$ cat config.mk
export PLATFORM = sky130hd
export DESIGN_NAME = alu_arbiter
export DESIGN_NICKNAME = d
export VERILOG_FILES = /design/src/rtl/alu_ctrl_pkg.sv /design/src/rtl/rr_arbiter2.sv /design/src/rtl/alu_arbiter.sv
export SDC_FILE = /design/constraint.sdc
export NUM_CORES = 1
export LEC_CHECK = 0
export CAP_MARGIN = 20
export CORE_MARGIN = 2
export CORE_UTILIZATION = 42
export DETAILED_ROUTE_END_ITERATION = 8
export PLACE_DENSITY_LB_ADDON = 0.12
export SYNTH_ARGS = -nofsm -noshare
export SYNTH_HDL_FRONTEND = slang
export SYNTH_HIERARCHICAL = 1
export SYNTH_SLANG_ARGS = --single-unit
$ cat constraint.sdc
create_clock -name clk -period 2.9 [get_ports clk]
set_clock_uncertainty 0.2 [all_clocks]
set_input_delay 0.58 -clock clk [delete_from_list [all_inputs] [get_ports clk]]
set_output_delay 0.58 -clock clk [all_outputs]
set_load 0.01 [all_outputs]
$ cat src/rtl/alu_ctrl_pkg.sv
// rtl/alu_ctrl_pkg.sv - opcode constants and FSM state encoding for alu_arbiter
//
// Shared by alu_arbiter and its testbench; no ports.
package alu_ctrl_pkg;

  localparam logic [1:0] OP_AND  = 2'b00;
  localparam logic [1:0] OP_ADD  = 2'b01;
  localparam logic [1:0] OP_SUB  = 2'b10;
  localparam logic [1:0] OP_PASS = 2'b11;

  typedef enum logic [1:0] {
    IDLE  = 2'd0,
    EXEC1 = 2'd1,
    EXEC2 = 2'd2,
    RESP  = 2'd3
  } state_t;

endpackage

$ cat src/rtl/rr_arbiter2.sv
// rtl/rr_arbiter2.sv - two-way round-robin grant with last-grant pointer
//
// Ports:
//   clk, rst  clock, synchronous active-high reset
//   en        arbitration allowed this cycle (owner is idle)
//   req[1:0]  request per requester
//   gnt[1:0]  one-hot grant; a grant is a handshake since ready == grant
module rr_arbiter2 (
  input  logic       clk,
  input  logic       rst,
  input  logic       en,
  input  logic [1:0] req,
  output logic [1:0] gnt
);

  // Index of the requester granted most recently; reset to 1 so that
  // requester 0 wins the first tie.
  logic last_grant;

  always_comb begin
    gnt = 2'b00;
    if (en) begin
      if (req == 2'b11) begin
        gnt = last_grant ? 2'b01 : 2'b10;
      end else begin
        gnt = req;
      end
    end
  end

  always_ff @(posedge clk) begin
    if (rst) begin
      last_grant <= 1'b1;
    end else if (|gnt) begin
      last_grant <= gnt[1];
    end
  end

endmodule

$ cat src/rtl/alu_arbiter.sv
// rtl/alu_arbiter.sv - two-requester command arbiter driving a shared external ALU
//
// Ports:
//   clk, rst                      clock, synchronous active-high reset
//   reqN_valid/ready/op/a/b       requester N command channel (N = 0, 1)
//   rsp_valid/ready/id/data       result channel back to the consumer
//   alu_a, alu_b, alu_and, alu_add  shared ALU operands and operation selects
//   alu_out                       shared ALU result (combinational)
module alu_arbiter
  import alu_ctrl_pkg::*;
#(
  parameter int bit_size = 15
) (
  input  logic              clk,
  input  logic              rst,
  input  logic              req0_valid,
  output logic              req0_ready,
  input  logic [1:0]        req0_op,
  input  logic [bit_size:0] req0_a,
  input  logic [bit_size:0] req0_b,
  input  logic              req1_valid,
  output logic              req1_ready,
  input  logic [1:0]        req1_op,
  input  logic [bit_size:0] req1_a,
  input  logic [bit_size:0] req1_b,
  output logic              rsp_valid,
  input  logic              rsp_ready,
  output logic              rsp_id,
  output logic [bit_size:0] rsp_data,
  output logic [bit_size:0] alu_a,
  output logic [bit_size:0] alu_b,
  output logic              alu_and,
  output logic              alu_add,
  input  logic [bit_size:0] alu_out
);

  state_t            state, state_nxt;
  logic [bit_size:0] a_reg, b_reg, result_reg;
  logic [1:0]        op_reg;
  logic              id_reg;
  logic [1:0]        gnt;
  logic              arb_en;
  logic              accept;

  // Gating with rst keeps a handshake from landing in a reset cycle.
  assign arb_en = (state == IDLE) && !rst;

  rr_arbiter2 u_arb (
    .clk (clk),
    .rst (rst),
    .en  (arb_en),
    .req ({req1_valid, req0_valid}),
    .gnt (gnt)
  );

  assign req0_ready = gnt[0];
  assign req1_ready = gnt[1];
  assign accept     = |gnt;

  always_comb begin
    state_nxt = state;
    alu_a     = '0;
    alu_b     = '0;
    alu_and   = 1'b0;
    alu_add   = 1'b0;
    rsp_valid = 1'b0;
    rsp_id    = 1'b0;
    rsp_data  = '0;
    if (!rst) begin
      case (state)
        IDLE: begin
          if (accept) state_nxt = EXEC1;
        end
        EXEC1: begin
          alu_a = a_reg;
          case (op_reg)
            OP_AND:  begin alu_b = b_reg;  alu_and = 1'b1; end
            OP_ADD:  begin alu_b = b_reg;  alu_add = 1'b1; end
            // Subtraction as a + ~b, with the +1 applied in EXEC2.
            OP_SUB:  begin alu_b = ~b_reg; alu_add = 1'b1; end
            default: begin alu_b = '1;     alu_and = 1'b1; end
          endcase
          state_nxt = (op_reg == OP_SUB) ? EXEC2 : RESP;
        end
        EXEC2: begin
          alu_a     = result_reg;
          alu_b     = {{bit_size{1'b0}}, 1'b1};
          alu_add   = 1'b1;
          state_nxt = RESP;
        end
        RESP: begin
          rsp_valid = 1'b1;
          rsp_id    = id_reg;
          rsp_data  = result_reg;
          if (rsp_ready) state_nxt = IDLE;
        end
        default: state_nxt = IDLE;
      endcase
    end
  end

  always_ff @(posedge clk) begin
    if (rst) begin
      state      <= IDLE;
      a_reg      <= '0;
      b_reg      <= '0;
      op_reg     <= 2'b00;
      id_reg     <= 1'b0;
      result_reg <= '0;
    end else begin
      state <= state_nxt;
      if (accept) begin
        a_reg  <= gnt[1] ? req1_a  : req0_a;
        b_reg  <= gnt[1] ? req1_b  : req0_b;
        op_reg <= gnt[1] ? req1_op : req0_op;
        id_reg <= gnt[1];
      end
      if (state == EXEC1 || state == EXEC2) begin
        result_reg <= alu_out;
      end
    end
  end

endmodule

* Word-level counts from Yosys, hierarchy flattened
Index checks and enable logic that the tools add are counted.
** Cells by class
- $add $sub $neg :: 0
- Multiply operators :: 0
- Divide/modulo/power cells :: 0
- Magnitude comparators :: 0
- Eq/ne operators :: 8
- Shift-type cells :: 0
- Multiplexer cells :: 27
- Bitwise gates (word level) :: 1
- Reduce and logical (&&, ||, !) cells :: 9
** Operators by type and width (count)
- two-way mux 16 bit :: 6
- one-hot mux 16 bit (2 select lines) :: 3
- inverter 16 bit :: 1
- two-way mux 2 bit :: 6
- two-way mux 1 bit :: 10
- == test 2 bit, second input constant :: 4
- one-hot mux 2 bit (4 select lines) :: 1
- OR reduction 2 bit :: 3
- == test 2 x 1 -> 1 bit, second input constant :: 2
- logical NOT 2 bit :: 2
- inequality test 2 bit, second input constant :: 2
- one-hot mux 1 bit (2 select lines) :: 1
- AND reduction 2 bit :: 1
- logical AND 1 bit :: 1
- logical NOT 1 bit :: 1
- logical OR 1 bit :: 1
** Storage, ports and cells
- Register bits after elaboration :: 54
- Latch bits :: 0
- RAM bits :: 0
- ROM bits :: 0
- Input bits :: 89
- Output and inout bits :: 54
- Logic and storage cells :: 52
- Memories kept :: 0

* Depth between registers and ports, before layout
- Depth in word-level cells :: 6
- Depth in mapped cells :: 10
- Gate-level depth less buffers :: 8

* By module
Netlist, hierarchy kept.
** Modules (own cells, without submodules)
- alu_arbiter :: times used 1, cells an instance 329, area each 3049.2 um^2, sequential area each 1061.0 um^2
- rr_arbiter2 :: times used 1, cells an instance 8, area each 58.8 um^2, sequential area each 20.0 um^2

* Least setup slack after synthesis
No wires, ideal clock.
- Path kind :: input port to flip-flop
- From :: input port rst
- To :: register a_reg[0]
- Setup time :: 0.128 ns
- Arrival :: 2.179 ns
- Data required time :: 2.572 ns
- Path slack :: 0.394 ns
- Stages :: 9
- Buffers on the path :: 3
- Path through :: buf_1 -> nor2b_1 -> nand2_1 -> a21oi_1 -> buf_2 -> buf_4 -> mux2_1 -> mux2i_1 -> nor2_1
** On the way
- Cells in the longest elaborated chain, start to end :: 4
- Elaborated cells on any way between the ends :: 5
** RTL lines
- from (decl) :: line alu_arbiter.sv:15 : input logic rst,
- logical NOT 1 bit
- logical AND 1 bit :: line alu_arbiter.sv:46 : assign arb_en = (state == IDLE) && !rst;
- named net arb_en :: line alu_arbiter.sv:42 : logic arb_en;
- two-way mux 2 bit :: line rr_arbiter2.sv:22 : if (en) begin
- named net req0_ready :: line alu_arbiter.sv:17 : output logic req0_ready,
- OR reduction 2 bit :: line alu_arbiter.sv:58 : assign accept = |gnt;
- to (signal assigned) :: line alu_arbiter.sv:113 : a_reg <= gnt[1] ? req1_a : req0_a;
- to (decl) :: line alu_arbiter.sv:38 : logic [bit_size:0] a_reg, b_reg, result_reg;
The timed path passes the listed nets, and every way through them passes these cells.
A chain may end at the register's enable or synchronous reset.

* Worst setup path after layout
- From :: register state[0]
- To :: output port alu_a[1]
** On the way
- Cells in the longest elaborated chain, start to end :: 3
- Elaborated cells on any way between the ends :: 4
** RTL lines
- from (decl) :: line alu_arbiter.sv:37 : state_t state, state_nxt;
- from (signal assigned) :: line alu_arbiter.sv:111 : state <= state_nxt;
- == test 2 bit or == test 2 x 1 -> 1 bit (tied branches) :: line alu_arbiter.sv:70 : case (state)
- one-hot mux 16 bit (2 select lines) (*) :: line alu_arbiter.sv:70
- two-way mux 16 bit (*) :: line alu_arbiter.sv:69 : if (!rst) begin
- to (decl) :: line alu_arbiter.sv:30 : output logic [bit_size:0] alu_a,
Mark *: on every way between the ends. The rest lies on a longest branch, timed or not.

==> impl_metrics.env <==
export IMPL_run_status="completed"
export IMPL_ys_seq_area_share_pct=34.8
export IMPL_yosysWarnings=6
export IMPL_ys_async_sr_fraction_pct=0
export IMPL_grt_start_max_net_pins=37
export IMPL_netlist_area_leader_share_pct=34.8
export IMPL_drive_gt1_share_pct=8.79
export IMPL_gp_congestion=0.773
export IMPL_synthTopCellsByArea="dfxtp_1, mux2i_1, mux2_1, nor2_1, a22o_1"
export IMPL_syn_avg_cell_area_um2=9.22
export IMPL_use_met2_pct=37.6
export IMPL_vias_per_cell=5.08
export IMPL_stdcell_count=577
export IMPL_cp_depth=6
export IMPL_slowest_delay_ps=530
export IMPL_grt_first_pass_wirelength_um=14400
export IMPL_clkLatencyLatePin_ps=310
export IMPL_syn_inst=337
export IMPL_fmax_mhz=355
export IMPL_period_minus_slack_ps=2820
export IMPL_layout_common_cells="clkdlybuf4s50_1, nor2_1, mux2i_1, dfxtp_1, mux2_1"
export IMPL_finalHoldViolCount=0
export IMPL_use_met3_pct=5.28
export IMPL_period_share_pct=97.1
export IMPL_crit_path_start_kind="flop"
export IMPL_critPathRequiredTime_ps=2120
export IMPL_nets=575
export IMPL_syn_area_um2=3110
export IMPL_finalSetupTns_ps=0
export IMPL_met1_usage_pct=27.2
export IMPL_cp_buffers_inverters=3
export IMPL_start_util_pct=43.1
export IMPL_synth_seq_cells=54
export IMPL_drv_slew=0
export IMPL_core_area_um2=7210
export IMPL_dieWidth_um=90.0
export IMPL_drc=0
export IMPL_synth_top_family_by_area="multiplexers"
export IMPL_cp_end_kind="output port"
export IMPL_io_pins=143
export IMPL_dieArea_um2=8100
export IMPL_yosys_area_share_simple_pct=14.0
export IMPL_synth_compound_area_share_pct=13.6
export IMPL_place_hpwl_um=6480
export IMPL_r2r_end="b_reg[8]"
export IMPL_critPathTopFamily="buffers and inverters"
export IMPL_yosys_area_top_type="dfxtp_1"
export IMPL_clk_pin_slew_worst_paths_ps=100
export IMPL_worstReg2RegStart="state[0]"
export IMPL_rrSetupSlack_ps=460
export IMPL_hold_class="reg2reg"
export IMPL_numCtsBuffers=5
export IMPL_setup_violations=0
export IMPL_cts_sinks=54
export IMPL_max_slew_margin_rel_pct=72.5
export IMPL_clock_path_buffers=2
export IMPL_worst_pin_slew_ps=412
export IMPL_synth_fp_nets=435
export IMPL_cp_endpoint="alu_a[1]"
export IMPL_dr_pass1_iters=5
export IMPL_rr_worst_depth=9
export IMPL_critical_path_arrival_ps=2040
export IMPL_grt_ovfl_total=0
export IMPL_grt_usage_pct=21.8
export IMPL_drt_iter0_drc=68
export IMPL_dieHeight_um=90.0
export IMPL_tritoncts="done"
export IMPL_vdd_ir_drop_max_uv=246
export IMPL_yosys_cell_types_count=34
export IMPL_cp_max_fo=9
export IMPL_worstSetupPathType="reg2out"
export IMPL_final_common_cell="clkdlybuf4s50_1"
export IMPL_diodes=0
export IMPL_grt_antenna_before_repair=0
export IMPL_grt_pass1_vias=2869
export IMPL_dp_cells=567
export IMPL_rows=31
export IMPL_worstPathCellList="inv_2 > ha_4 > and3_4 > buf_6 > a22o_1 > clkdlybuf4s50_1"
export IMPL_worstSetupStartpoint="state[0]"
export IMPL_cp_slowest_cell="clkdlybuf4s50_1"
export IMPL_rsz0062_at_grt="no"
export IMPL_synth_edf_count=0
export IMPL_place_port_buffers=142
export IMPL_cts_htree_levels=2
export IMPL_wl_per_cell_um=15.8
export IMPL_cap_violations=0
export IMPL_powerDensity_nw_per_um2=590
export IMPL_vias=2934
export IMPL_ant_nets=0
export IMPL_synthMuxAreaShare_pct=28.4
export IMPL_yosys_most_used_dff="dfxtp_1"
export IMPL_synthAdderAreaFrac_pct=3.62
export IMPL_cts_root_buf="clkbuf_8"
export IMPL_synthXorXnorAreaFrac_pct=0
export IMPL_grt_busiest_layer="met2"
export IMPL_areaGrowthSynthToFinish_pct=57.6
export IMPL_num_fill_cells=630
export IMPL_wl_um=9110
export IMPL_leakagePower_nw=2.36
==> synth_stat cells, types with 6 or more instances <==
master     n
ha_1       9
dfxtp_1   54
a21oi_1   18
mux2_1    34
inv_1      7
a22o_1    16
o21a_1    15
buf_2     13
mux2i_1   50
and2_1    17
clkbuf_1   6
nor2_1    67
==> cell families (layout without fill, tap and decap cells) <==
group / after synthesis / after routing
DFF: 54 / 54
buffers and inverters: 36 / 177
adders and majority gates: 9 / 9
AOI/OAI and AO/OA: 58 / 58
muxes: 84 / 84
and+or+nand+nor: 96 / 96
==> layout make-up <==
| class | instances | area [µm²] | share of cell area [%] |
|---|---|---|---|
| repair buffers | 161 | 1650 | 33.6 |
| clock buffers | 7 | 76.3 | 1.56 |
| clock inverters | 1 | 30.0 | 0.613 |
| well taps | 99 | 124 | 2.53 |
| flip-flops and latches | 54 | 1090 | 22.2 |
| inverters | 8 | 30.0 | 0.613 |
| multi-input cells | 247 | 1900 | 38.8 |
==> metal layers <==
layer / routed length, µm / part of all wire [%] / vias to the layer above
li1: - / - / 1447
met1: 4000 / 44 / 1375
met2: 4390 / 48 / 101
met3: 611 / 6.7 / 11
met4: 104 / 1.1 / 0
met5: 0 / 0 / -
==> worst register-to-register path: cells and delay by family (launching register included) <==
| family | cells | cell delay, ps |
|---|---|---|
| AO/OA/AOI/OAI | 1 | 130 |
| adder cells (fa/ha/maj) | 1 | 140 |
| buffers and inverters | 3 | 860 |
| flip-flops | 1 | 370 |
| multiplexers | 1 | 250 |
| AND/OR/NAND/NOR | 3 | 380 |
==> repair_timing <==
action | 4_1_cts | 5_1_grt
hold buffers | 0 | 0
setup buffers | 0 | 1
resized for setup | 19 | 29
gates cloned | 1 | 0
setup endpoints to repair | 33 | 25
==> through the flow <==
step	util, %	setup slack [ps]	hold WS, ps	instance area, µm²	total power (W)
final	67.9	84.7	313	4900	0.00289
after global routing	67.9	7.73	350	4900	0.00308
after CTS	66.7	2.28	319	4810	0.00289
after detailed placement	64.9	135	292	4680	0.00235
after global placement	64.9	178	259	4680	0.00230
after floorplan	-	394	248	3110	0.00191
==> how the worst min path moves through the flow <==
stage | start | to | slack, ps | cells after the start
floorplan | id_reg | id_reg | 250 | 2
global placement | id_reg | id_reg | 260 | 2
detailed placement | id_reg | id_reg | 290 | 2
CTS | id_reg | id_reg | 320 | 2
global route | id_reg | id_reg | 350 | 2
finish | id_reg | id_reg | 310 | 2
==> where the power goes <==
part | internal [W] | total [W] | switching (W) | leakage [nW]
Clock | 0.000259 | 0.000501 | 0.000242 | 0.0524
Combinational | 0.000698 | 0.00132 | 0.000625 | 1.86
Sequential | 0.000933 | 0.00106 | 0.000131 | 0.444
Power figures use the tool's default switching activity.
